===== src/rtl/dmem_arbiter_pkg.sv =====
// Shared definitions for the data-memory arbiter.
//   arb_state_e : arbiter FSM states (idle / response pending)
//   F3_*        : funct3 access-type encodings seen on the memory port
//   is_legal()  : access check on (we, funct3, addr[1:0]); returns 1 when the
//                 access must be rejected (the error flag), 0 when it may proceed
package dmem_arbiter_pkg;

  typedef enum logic [0:0] {
    StIdle = 1'b0,
    StResp = 1'b1
  } arb_state_e;

  localparam logic [2:0] F3_B  = 3'b000;
  localparam logic [2:0] F3_H  = 3'b001;
  localparam logic [2:0] F3_W  = 3'b010;
  localparam logic [2:0] F3_BU = 3'b100;
  localparam logic [2:0] F3_HU = 3'b101;

  // Returns the error flag: 1 for an unsupported funct3 or a misaligned address.
  function automatic logic is_legal(input logic       we,
                                    input logic [2:0] funct3,
                                    input logic [1:0] addr_lo);
    logic bad_f3;
    logic misaligned;
    bad_f3     = 1'b1;
    misaligned = 1'b0;
    case (funct3)
      F3_B, F3_H, F3_W: bad_f3 = 1'b0;
      F3_BU, F3_HU:     bad_f3 = we;  // unsigned variants only exist for loads
      default:          bad_f3 = 1'b1;
    endcase
    // funct3[1:0] encodes the access size for every legal code
    case (funct3[1:0])
      2'b01:   misaligned = addr_lo[0];
      2'b10:   misaligned = |addr_lo;
      default: misaligned = 1'b0;
    endcase
    return bad_f3 | misaligned;
  endfunction

endpackage


===== src/rtl/dmem_rr_arb.sv =====
// Combinational round-robin picker.
//   req_i     : request vector
//   rr_i      : index that has highest priority this cycle
//   gnt_o     : one-hot grant (zero when no request)
//   gnt_idx_o : index of the granted requester
//   any_o     : a grant was made
module dmem_rr_arb #(
  parameter int unsigned NREQ  = 2,
  parameter int unsigned IDX_W = $clog2(NREQ)
) (
  input  logic [NREQ-1:0]  req_i,
  input  logic [IDX_W-1:0] rr_i,
  output logic [NREQ-1:0]  gnt_o,
  output logic [IDX_W-1:0] gnt_idx_o,
  output logic             any_o
);

  logic [IDX_W:0]   sum;
  logic [IDX_W-1:0] idx;

  // Scan NREQ positions starting at rr_i; the first set request wins.
  always_comb begin
    gnt_o     = '0;
    gnt_idx_o = '0;
    any_o     = 1'b0;
    sum       = '0;
    idx       = '0;
    for (int k = 0; k < NREQ; k++) begin
      sum = {1'b0, rr_i} + (IDX_W + 1)'(k);
      if (sum >= (IDX_W + 1)'(NREQ)) begin
        sum = sum - (IDX_W + 1)'(NREQ);
      end
      idx = sum[IDX_W-1:0];
      if (!any_o && req_i[idx]) begin
        any_o      = 1'b1;
        gnt_o[idx] = 1'b1;
        gnt_idx_o  = idx;
      end
    end
  end

endmodule


===== src/rtl/dmem_arbiter.sv =====
// Round-robin arbiter / sequencer sharing one byte-addressed data memory
// between NREQ requesters.
//   i_req_*   : per-requester request (valid, addr, wdata, we, funct3)
//   o_req_ready : one-hot accept, only in the idle state
//   o_rsp_*   : registered response to the owner, held until i_rsp_ready
//   o_mem_*   : memory port, driven from the granted requester, zero otherwise
//   i_mem_q   : combinational memory read data (already extended by memory)
module dmem_arbiter
  import dmem_arbiter_pkg::*;
#(
  parameter int unsigned NREQ   = 2,
  parameter int unsigned ADDR_W = 11
) (
  input  logic                         i_clk,
  input  logic                         i_reset,
  input  logic [NREQ-1:0]              i_req_valid,
  output logic [NREQ-1:0]              o_req_ready,
  input  logic [NREQ-1:0][ADDR_W-1:0]  i_req_addr,
  input  logic [NREQ-1:0][31:0]        i_req_wdata,
  input  logic [NREQ-1:0]              i_req_we,
  input  logic [NREQ-1:0][2:0]         i_req_funct3,
  output logic [NREQ-1:0]              o_rsp_valid,
  input  logic [NREQ-1:0]              i_rsp_ready,
  output logic [31:0]                  o_rsp_rdata,
  output logic                         o_rsp_err,
  output logic [ADDR_W-1:0]            o_mem_addr,
  output logic [31:0]                  o_mem_wdata,
  output logic                         o_mem_wren,
  output logic [2:0]                   o_mem_funct3,
  input  logic [31:0]                  i_mem_q
);

  localparam int unsigned IdxW = $clog2(NREQ);

  arb_state_e      state_q, state_d;
  logic [IdxW-1:0] rr_q, rr_d;
  logic [IdxW-1:0] owner_q, owner_d;
  logic [31:0]     rdata_q, rdata_d;
  logic            err_q, err_d;

  logic [NREQ-1:0]   arb_req;
  logic [NREQ-1:0]   gnt;
  logic [IdxW-1:0]   gnt_idx;
  logic              gnt_any;

  logic [ADDR_W-1:0] sel_addr;
  logic [31:0]       sel_wdata;
  logic              sel_we;
  logic [2:0]        sel_funct3;
  logic              acc_err;

  // Requests are only arbitrated in idle, and never while reset is held so the
  // memory port stays quiet during reset.
  assign arb_req = (state_q == StIdle && i_reset) ? i_req_valid : '0;

  dmem_rr_arb #(
    .NREQ  (NREQ),
    .IDX_W (IdxW)
  ) u_rr_arb (
    .req_i     (arb_req),
    .rr_i      (rr_q),
    .gnt_o     (gnt),
    .gnt_idx_o (gnt_idx),
    .any_o     (gnt_any)
  );

  always_comb begin
    sel_addr   = i_req_addr[gnt_idx];
    sel_wdata  = i_req_wdata[gnt_idx];
    sel_we     = i_req_we[gnt_idx];
    sel_funct3 = i_req_funct3[gnt_idx];
    acc_err    = is_legal(sel_we, sel_funct3, sel_addr[1:0]);

    o_req_ready  = gnt;
    o_mem_addr   = gnt_any ? sel_addr : '0;
    o_mem_wdata  = gnt_any ? sel_wdata : '0;
    o_mem_funct3 = gnt_any ? sel_funct3 : '0;
    o_mem_wren   = gnt_any & sel_we & ~acc_err;
  end

  always_comb begin
    state_d     = state_q;
    rr_d        = rr_q;
    owner_d     = owner_q;
    rdata_d     = rdata_q;
    err_d       = err_q;
    o_rsp_valid = '0;
    case (state_q)
      StIdle: begin
        if (gnt_any) begin
          state_d = StResp;
          owner_d = gnt_idx;
          rr_d    = (gnt_idx == IdxW'(NREQ - 1)) ? '0 : gnt_idx + 1'b1;
          // Stores and rejected accesses return zero data.
          rdata_d = (sel_we || acc_err) ? '0 : i_mem_q;
          err_d   = acc_err;
        end
      end
      StResp: begin
        o_rsp_valid[owner_q] = 1'b1;
        if (i_rsp_ready[owner_q]) begin
          state_d = StIdle;
        end
      end
      default: state_d = StIdle;
    endcase
  end

  always_ff @(posedge i_clk or negedge i_reset) begin
    if (!i_reset) begin
      state_q <= StIdle;
      rr_q    <= '0;
      owner_q <= '0;
      rdata_q <= '0;
      err_q   <= 1'b0;
    end else begin
      state_q <= state_d;
      rr_q    <= rr_d;
      owner_q <= owner_d;
      rdata_q <= rdata_d;
      err_q   <= err_d;
    end
  end

  assign o_rsp_rdata = rdata_q;
  assign o_rsp_err   = err_q;

endmodule

===== config.mk =====
export PLATFORM = sky130hd
export DESIGN_NAME = dmem_arbiter
export DESIGN_NICKNAME = d
export VERILOG_FILES = /design/src/rtl/dmem_arbiter_pkg.sv /design/src/rtl/dmem_rr_arb.sv /design/src/rtl/dmem_arbiter.sv
export SDC_FILE = /design/constraint.sdc
export NUM_CORES = 1
export LEC_CHECK = 0
export ABC_CLOCK_PERIOD_IN_PS = 4600
export CAP_MARGIN = 30
export CORE_AREA = 8 8 99 101
export CTS_CLUSTER_SIZE = 28
export DETAILED_ROUTE_END_ITERATION = 6
export DIE_AREA = 0 0 107 109
export PLACE_DENSITY = 0.76
export SETUP_SLACK_MARGIN = 0.3
export SLEW_MARGIN = 10
export SYNTH_ARGS = -nofsm -noshare
export SYNTH_HDL_FRONTEND = slang
export SYNTH_SLANG_ARGS = --single-unit

===== constraint.sdc =====
create_clock -name i_clk -period 4.6 [get_ports i_clk]
set_input_delay 1.38 -clock i_clk [delete_from_list [all_inputs] [get_ports i_clk]]
set_output_delay 1.38 -clock i_clk [all_outputs]
set_load 0.02 [all_outputs]

==> key figures, run 1 <==
Status
  – Status: complete, no violations

Power and ir drop
  – Power per Cell Area: 368 nW/um^2
  – Total power: 1.75 mW
  – Maximum VDD drop: 0.235 mV
  – Leak: 2.11 nW

Yosys
  – Synth Warn #: 0
  – Post-Syn Nets: 405
  – #FFs+latches synth: 36
  – Cell Area, Synth: 2170 sq um
  – Synth unique cells: 30
  – Seq/Total Area, Yosys: 0.416
  – Avg Cell Area, Syn: 8.02 sq um
  – Mapped Cells: 270

Floorplan
  – Die width: 107 um
  – Ports: 216
  – Die area: 11,700 sq um
  – Initial Util: 0.258
  – Row cnt: 34
  – Core area: 8380 sq um
  – Die Ht: 109 um

Finish
  – Area delta synth->final: 120%
  – Final non-filler cell total: 617
  – Util after Layout: 0.569
  – ANT cells: 0
  – Fraction of layout cells with a size suffix above 1: 0.202
  – FILL cells: 770
  – Multi-input logic area: 1230 sq um
  – Register area: 901 sq um
  – # nets final: 643
  – Commonest non-fill, non-tap cell in the layout: clkdlybuf4s50_1
  – Commonest cells after routing, fill and taps aside: clkdlybuf4s50_1 (164), nand2_1 (89), a21oi_1 (44)

Worst hold path
  – Hold Crit Class: flip-flop to flip-flop

Clock tree
  – Worst-path clk slew: 0.07 ns
  – Clk buf depth: 2
  – CTS H-tree depth: 2
  – Sink Count: 36
  – Root Buffer Master: clkbuf_8
  – Num CTS Buffers: 5
  – Cts hold-fix bufs: 0
  – Clock Latency Late Sink: 0.28 ns
  – CTS tree: yes

Placed design
  – HPWL after DPL: 8.68 mm
  – Placed insts: 603
  – Gpl congestion: 0.814
  – Worst slack at placement: -0.624 ns
  – Port-buffer cells: 215

Drt
  – Pre-antenna DRT Iters: 4
  – DRC Markers: 0
  – DR vias: 2,915
  – Wirelength per Cell: 17.4 um
  – Routed Antenna Nets: 0
  – Initial DRC Count: 145
  – DRT Wirelength: 10.7 mm
  – Mean number of vias per cell: 4.72

Critical path
  – WP data arrival: 3.09 ns
  – CP required: 3.22 ns
  – R2r setup slk: 1.94 ns
  – Critical path fanouts, max: 4
  – Critical Path Sink Type: output port
  – Setup Crit Path Kind: input pin to output port
  – CP startpoint kind: input pin

Job
  – Max-Cap Viols: 0

Global route
  – GRT overflow: 0
  – Initial antenna violation count: 0
  – First-pass GRT wire length: 16.1 mm
  – Vias in the first global route: 2,960
  – Total Routing Usage GR: 0.172
  – Pin count of the biggest net entering global routing: 39

STA
  – Final setup vio count: 0
  – Fin crit share: 0.971
  – Slew Limit Fails: 0
  – Worst slew pin tran: 0.341 ns
  – Setup TNS: 0 ns
  – Setup WS post-layout: 0.135 ns
  – Slew headroom: 0.772
  – Setup Skew: 0.00646 ns
  – Endpoints failing hold: 0
  – Max frequency: 224 MHz
  – Fin crit period: 4.47 ns
  – RSZ-0062 raised after global routing: true
worst max-delay path, cell delays in order:
cell and delay [ns]:
buf_4 0.13, and3b_4 0.20, nand2_8 0.10, mux2i_4 0.27, inv_1 0.07, ha_2 0.18
or3_1 0.34, nand4_1 0.11, a21oi_2 0.04, and2_4 0.14, buf_6 0.12
power by group:
group / total, mW / internal (mW) / switching, mW
clock: 0.224 / 0.106 / 0.118
combinational: 1.05 / 0.527 / 0.528
sequential: 0.476 / 0.413 / 0.0628
total: 1.75 / 1.05 / 0.709
cell type report:
type / instances / area share
clock buffers: 5 / 0.0144
clock inverters: 3 / 0.00393
well taps: 108 / 0.0283
inverters: 5 / 0.00393
repair buffers: 251 / 0.502
multi-input cells: 209 / 0.258
flip-flops and latches: 36 / 0.189
worst paths after layout:
kind,start,end,cells past startpoint
worst max-delay path,i_reset,o_mem_wren,11
worst min-delay path,o_rsp_rdata[29],o_rsp_rdata[29],1
worst max register to register,state_q,o_rsp_rdata[0],12
worst min register to register,o_rsp_rdata[29],o_rsp_rdata[29],1
max in group asynchronous,i_reset,o_rsp_rdata[30],2
min in group asynchronous,i_reset,o_rsp_rdata[12],2
logic make-up (layout without fill, tap and decap cells):
family / after synthesis / after routing / share of synthesized area
buffers and inverters: 25 / 264 / 0.0543
adders and majority gates: 3 / 3 / 0.0173
and+or+nand+nor: 115 / 115 / 0.221
muxes: 3 / 3 / 0.0139
DFF: 36 / 36 / 0.416
AOI/OAI and AO/OA: 88 / 88 / 0.278
metal layers:
layer,global-route usage,part of all wire,up-vias
li1,-,-,1410
met1,0.200,0.40,1345
met3,0.0680,0.11,5
met5,0,0,-
met2,0.294,0.48,155
met4,0.0362,0.0065,0
synth_stat cells, drive strengths merged:
cell,count,area share
a21oi,47,0.11
a221o,1,0.0046
a22o,32,0.13
a311oi,2,0.019
a31oi,1,0.0029
and2,2,0.0058
and2b,1,0.0035
and3b,1,0.0058
buf,8,0.025
clkbuf,12,0.021
dfrtp,36,0.42
ha,3,0.017
inv,5,0.0087
mux2i,3,0.014
nand2,90,0.16
nand2b,1,0.0029
nand3,6,0.014
nand3b,1,0.0035
nand4,2,0.0058
nor2,8,0.014
nor2b,2,0.0058
o21a,1,0.0040
o21ai,4,0.0092
or3,1,0.0029
what timing repair did:
item | in CTS | in global routing
resized for setup | 115 | 29
setup endpoints to repair | 49 | 48
buffers inserted | 6 | 0
pin swaps | 3 | 2
sequential cells by signal, summed over array words and instances (netlist names):
name	cells
owner_q	1
rr_q	1
o_rsp_rdata	32
state_q	1
o_rsp_err	1
through the flow:
stage               area (sq um)  hold WS, ns
floorplan                   2210        0.462
global placement            4630        0.477
detailed placement          4630        0.491
CTS                         4790        0.512
global route                4770        0.522
finish                      4770        0.508
Power figures use the tool's default switching activity.
==> inputs of run 2 (changes only) <==
--- a/config.mk
+++ b/config.mk
@@ -6,14 +6,13 @@
 export NUM_CORES = 1
 export LEC_CHECK = 0
 export ABC_CLOCK_PERIOD_IN_PS = 4600
-export CAP_MARGIN = 30
+export CAP_MARGIN = 20
 export CORE_AREA = 8 8 99 101
 export CTS_CLUSTER_SIZE = 28
 export DETAILED_ROUTE_END_ITERATION = 6
 export DIE_AREA = 0 0 107 109
 export PLACE_DENSITY = 0.76
 export SETUP_SLACK_MARGIN = 0.3
-export SLEW_MARGIN = 10
 export SYNTH_ARGS = -nofsm -noshare
 export SYNTH_HDL_FRONTEND = slang
 export SYNTH_SLANG_ARGS = --single-unit
==> results of run 2 <==
The final DEF is identical to that of run 1; final timing and power are the same.
==> patch: new RTL, flow settings as in run 1 <==
The parameter `ADDR_W` goes from 11 to 10.
--- a/src/rtl/dmem_arbiter.sv
+++ b/src/rtl/dmem_arbiter.sv
@@ -11,3 +11,3 @@
   parameter int unsigned NREQ   = 2,
-  parameter int unsigned ADDR_W = 11
+  parameter int unsigned ADDR_W = 10
 ) (
Ports: changed (resized i_req_addr and o_mem_addr); port bits go from 216 to 213. The function was not compared with the original's and may differ.
==> patch against run 1 <==
Design area decreased by 2.4%; sequential cell count unchanged; die area unchanged; power increased by 0.16%; wire length increased by 0.97%; final cell count decreased by 1.8%; area after synthesis decreased by 0.69%; setup slack improved by 0.011 ns; largest cell class unchanged.
==> patch: results (changes against run 1) <==
layout net count=631 (was 643); Distinct cells, synth=28 (was 30); Max Clock Skew=0.00690 ns (was 0.00646 ns); fraction of area in registers=19.4% (was 18.9%); buffering overhead=48.9% (was 50.2%); sequential-to-total area share from yosys stat=41.9% (was 41.6%); share of cells above drive strength 1=20.5% (was 20.2%); Post-Syn Instances=267 (was 270); post-synth net total=400 (was 405); Synth Area in Adders=1.75% (was 1.73%); HP Start=o_rsp_rdata[25] (was o_rsp_rdata[29]); total track usage=17.2% (about the same); hold slack=0.508 ns (about the same); status=finished, final reports clean (unchanged); Clock Network Area Fraction=2.07% (was 1.84%); fill count=784 (was 770); worst r2r path cells=11 (was 12); highest cell delay on the worst timing path=0.36 ns (was 0.34 ns); internal power=1.06 mW (was 1.05 mW); vias in the first global route=3016 (was 2960); crit-path max FO=3 (was 4); I/O Buffers=212 (was 215); Synth Area in Compound Gates=27.7% (was 27.8%); worst vdd ir=0.264 mV (was 0.235 mV); first-pass GRT wire length=16100 µm (about the same); hold endpoint=o_rsp_rdata[25] (was o_rsp_rdata[29]); WL final=10800 µm (was 10700 µm); Worst R2R Setup Slack=2.02 ns (was 1.94 ns); Worst Tran Pin Value=0.331 ns (was 0.341 ns); hpwl dp=8470 µm (was 8680 µm); Starting DRT DRC Count=138 (was 145); comb_multi_in=206 (was 209); via total after detailed routing=2901 (was 2915); main area contributors after synthesis=dfrtp_1, nand2_1, a22o_1 (unchanged); Synth top cells by count=nand2_1, a21oi_1, dfrtp_1 (unchanged); WL/cell=17.9 µm (was 17.4 µm); post-synthesis mux area share=1.40% (was 1.39%)
## patch: stage by stage
| step | worst slack (ns) | setup TNS [ns] | cell area (µm²) |
|---|---|---|---|
| after floorplan | 0.269 | 0 | 2190 |
| after global placement | -0.660 | -15.73 | 4550 |
| after detailed placement | -0.698 | -16.70 | 4550 |
| after CTS | 0.107 | 0 | 4680 |
| after global routing | 0.0453 | 0 | 4650 |
| final | 0.146 | 0 | 4650 |
## patch: repair_timing
item,4_1_cts,5_1_grt
buffers inserted,3,2
endpoints found under the setup margin,48,44
resized for setup,165,43
pin swaps,5,5
gates cloned,0,2
## patch: cell families (layout without fill, tap and decap cells)
family / after synthesis / after routing
AO/OA/AOI/OAI: 87 / 87
flip-flops: 36 / 36
multiplexers: 3 / 3
adder cells (fa/ha/maj): 3 / 3
buffers and inverters: 25 / 256
AND/OR/NAND/NOR: 113 / 113
## patch: routing by layer
layer,routed length (µm),GRT usage [%],vias to the layer above,part of all wire [%]
li1,-,-,1392,-
met1,4380,19.7,1358,40
met2,5380,30.3,141,50
met3,968,5.73,10,8.9
met4,120,3.72,0,1.1
met5,0,0,-,0
## patch: worst max path at each step
stage | startpoint | to | cells after the start
after detailed placement | i_req_valid[1] | o_mem_wren | 11
after global routing | i_req_valid[1] | o_mem_wren | 11
after global placement | i_req_valid[1] | o_mem_wren | 11
after CTS | i_reset | o_mem_wren | 11
final | i_req_valid[1] | o_mem_wren | 11
after floorplan | i_reset | o_mem_wren | 10
## patch: power groups by stage
stage               Clock [mW]  Sequential (mW)  Combinational, mW
global placement             0            0.476               1.04
detailed placement           0            0.478               1.05
floorplan                    0            0.574              0.393
global route             0.264            0.487               1.11
CTS                      0.251            0.476               1.04
finish                   0.243            0.474               1.04
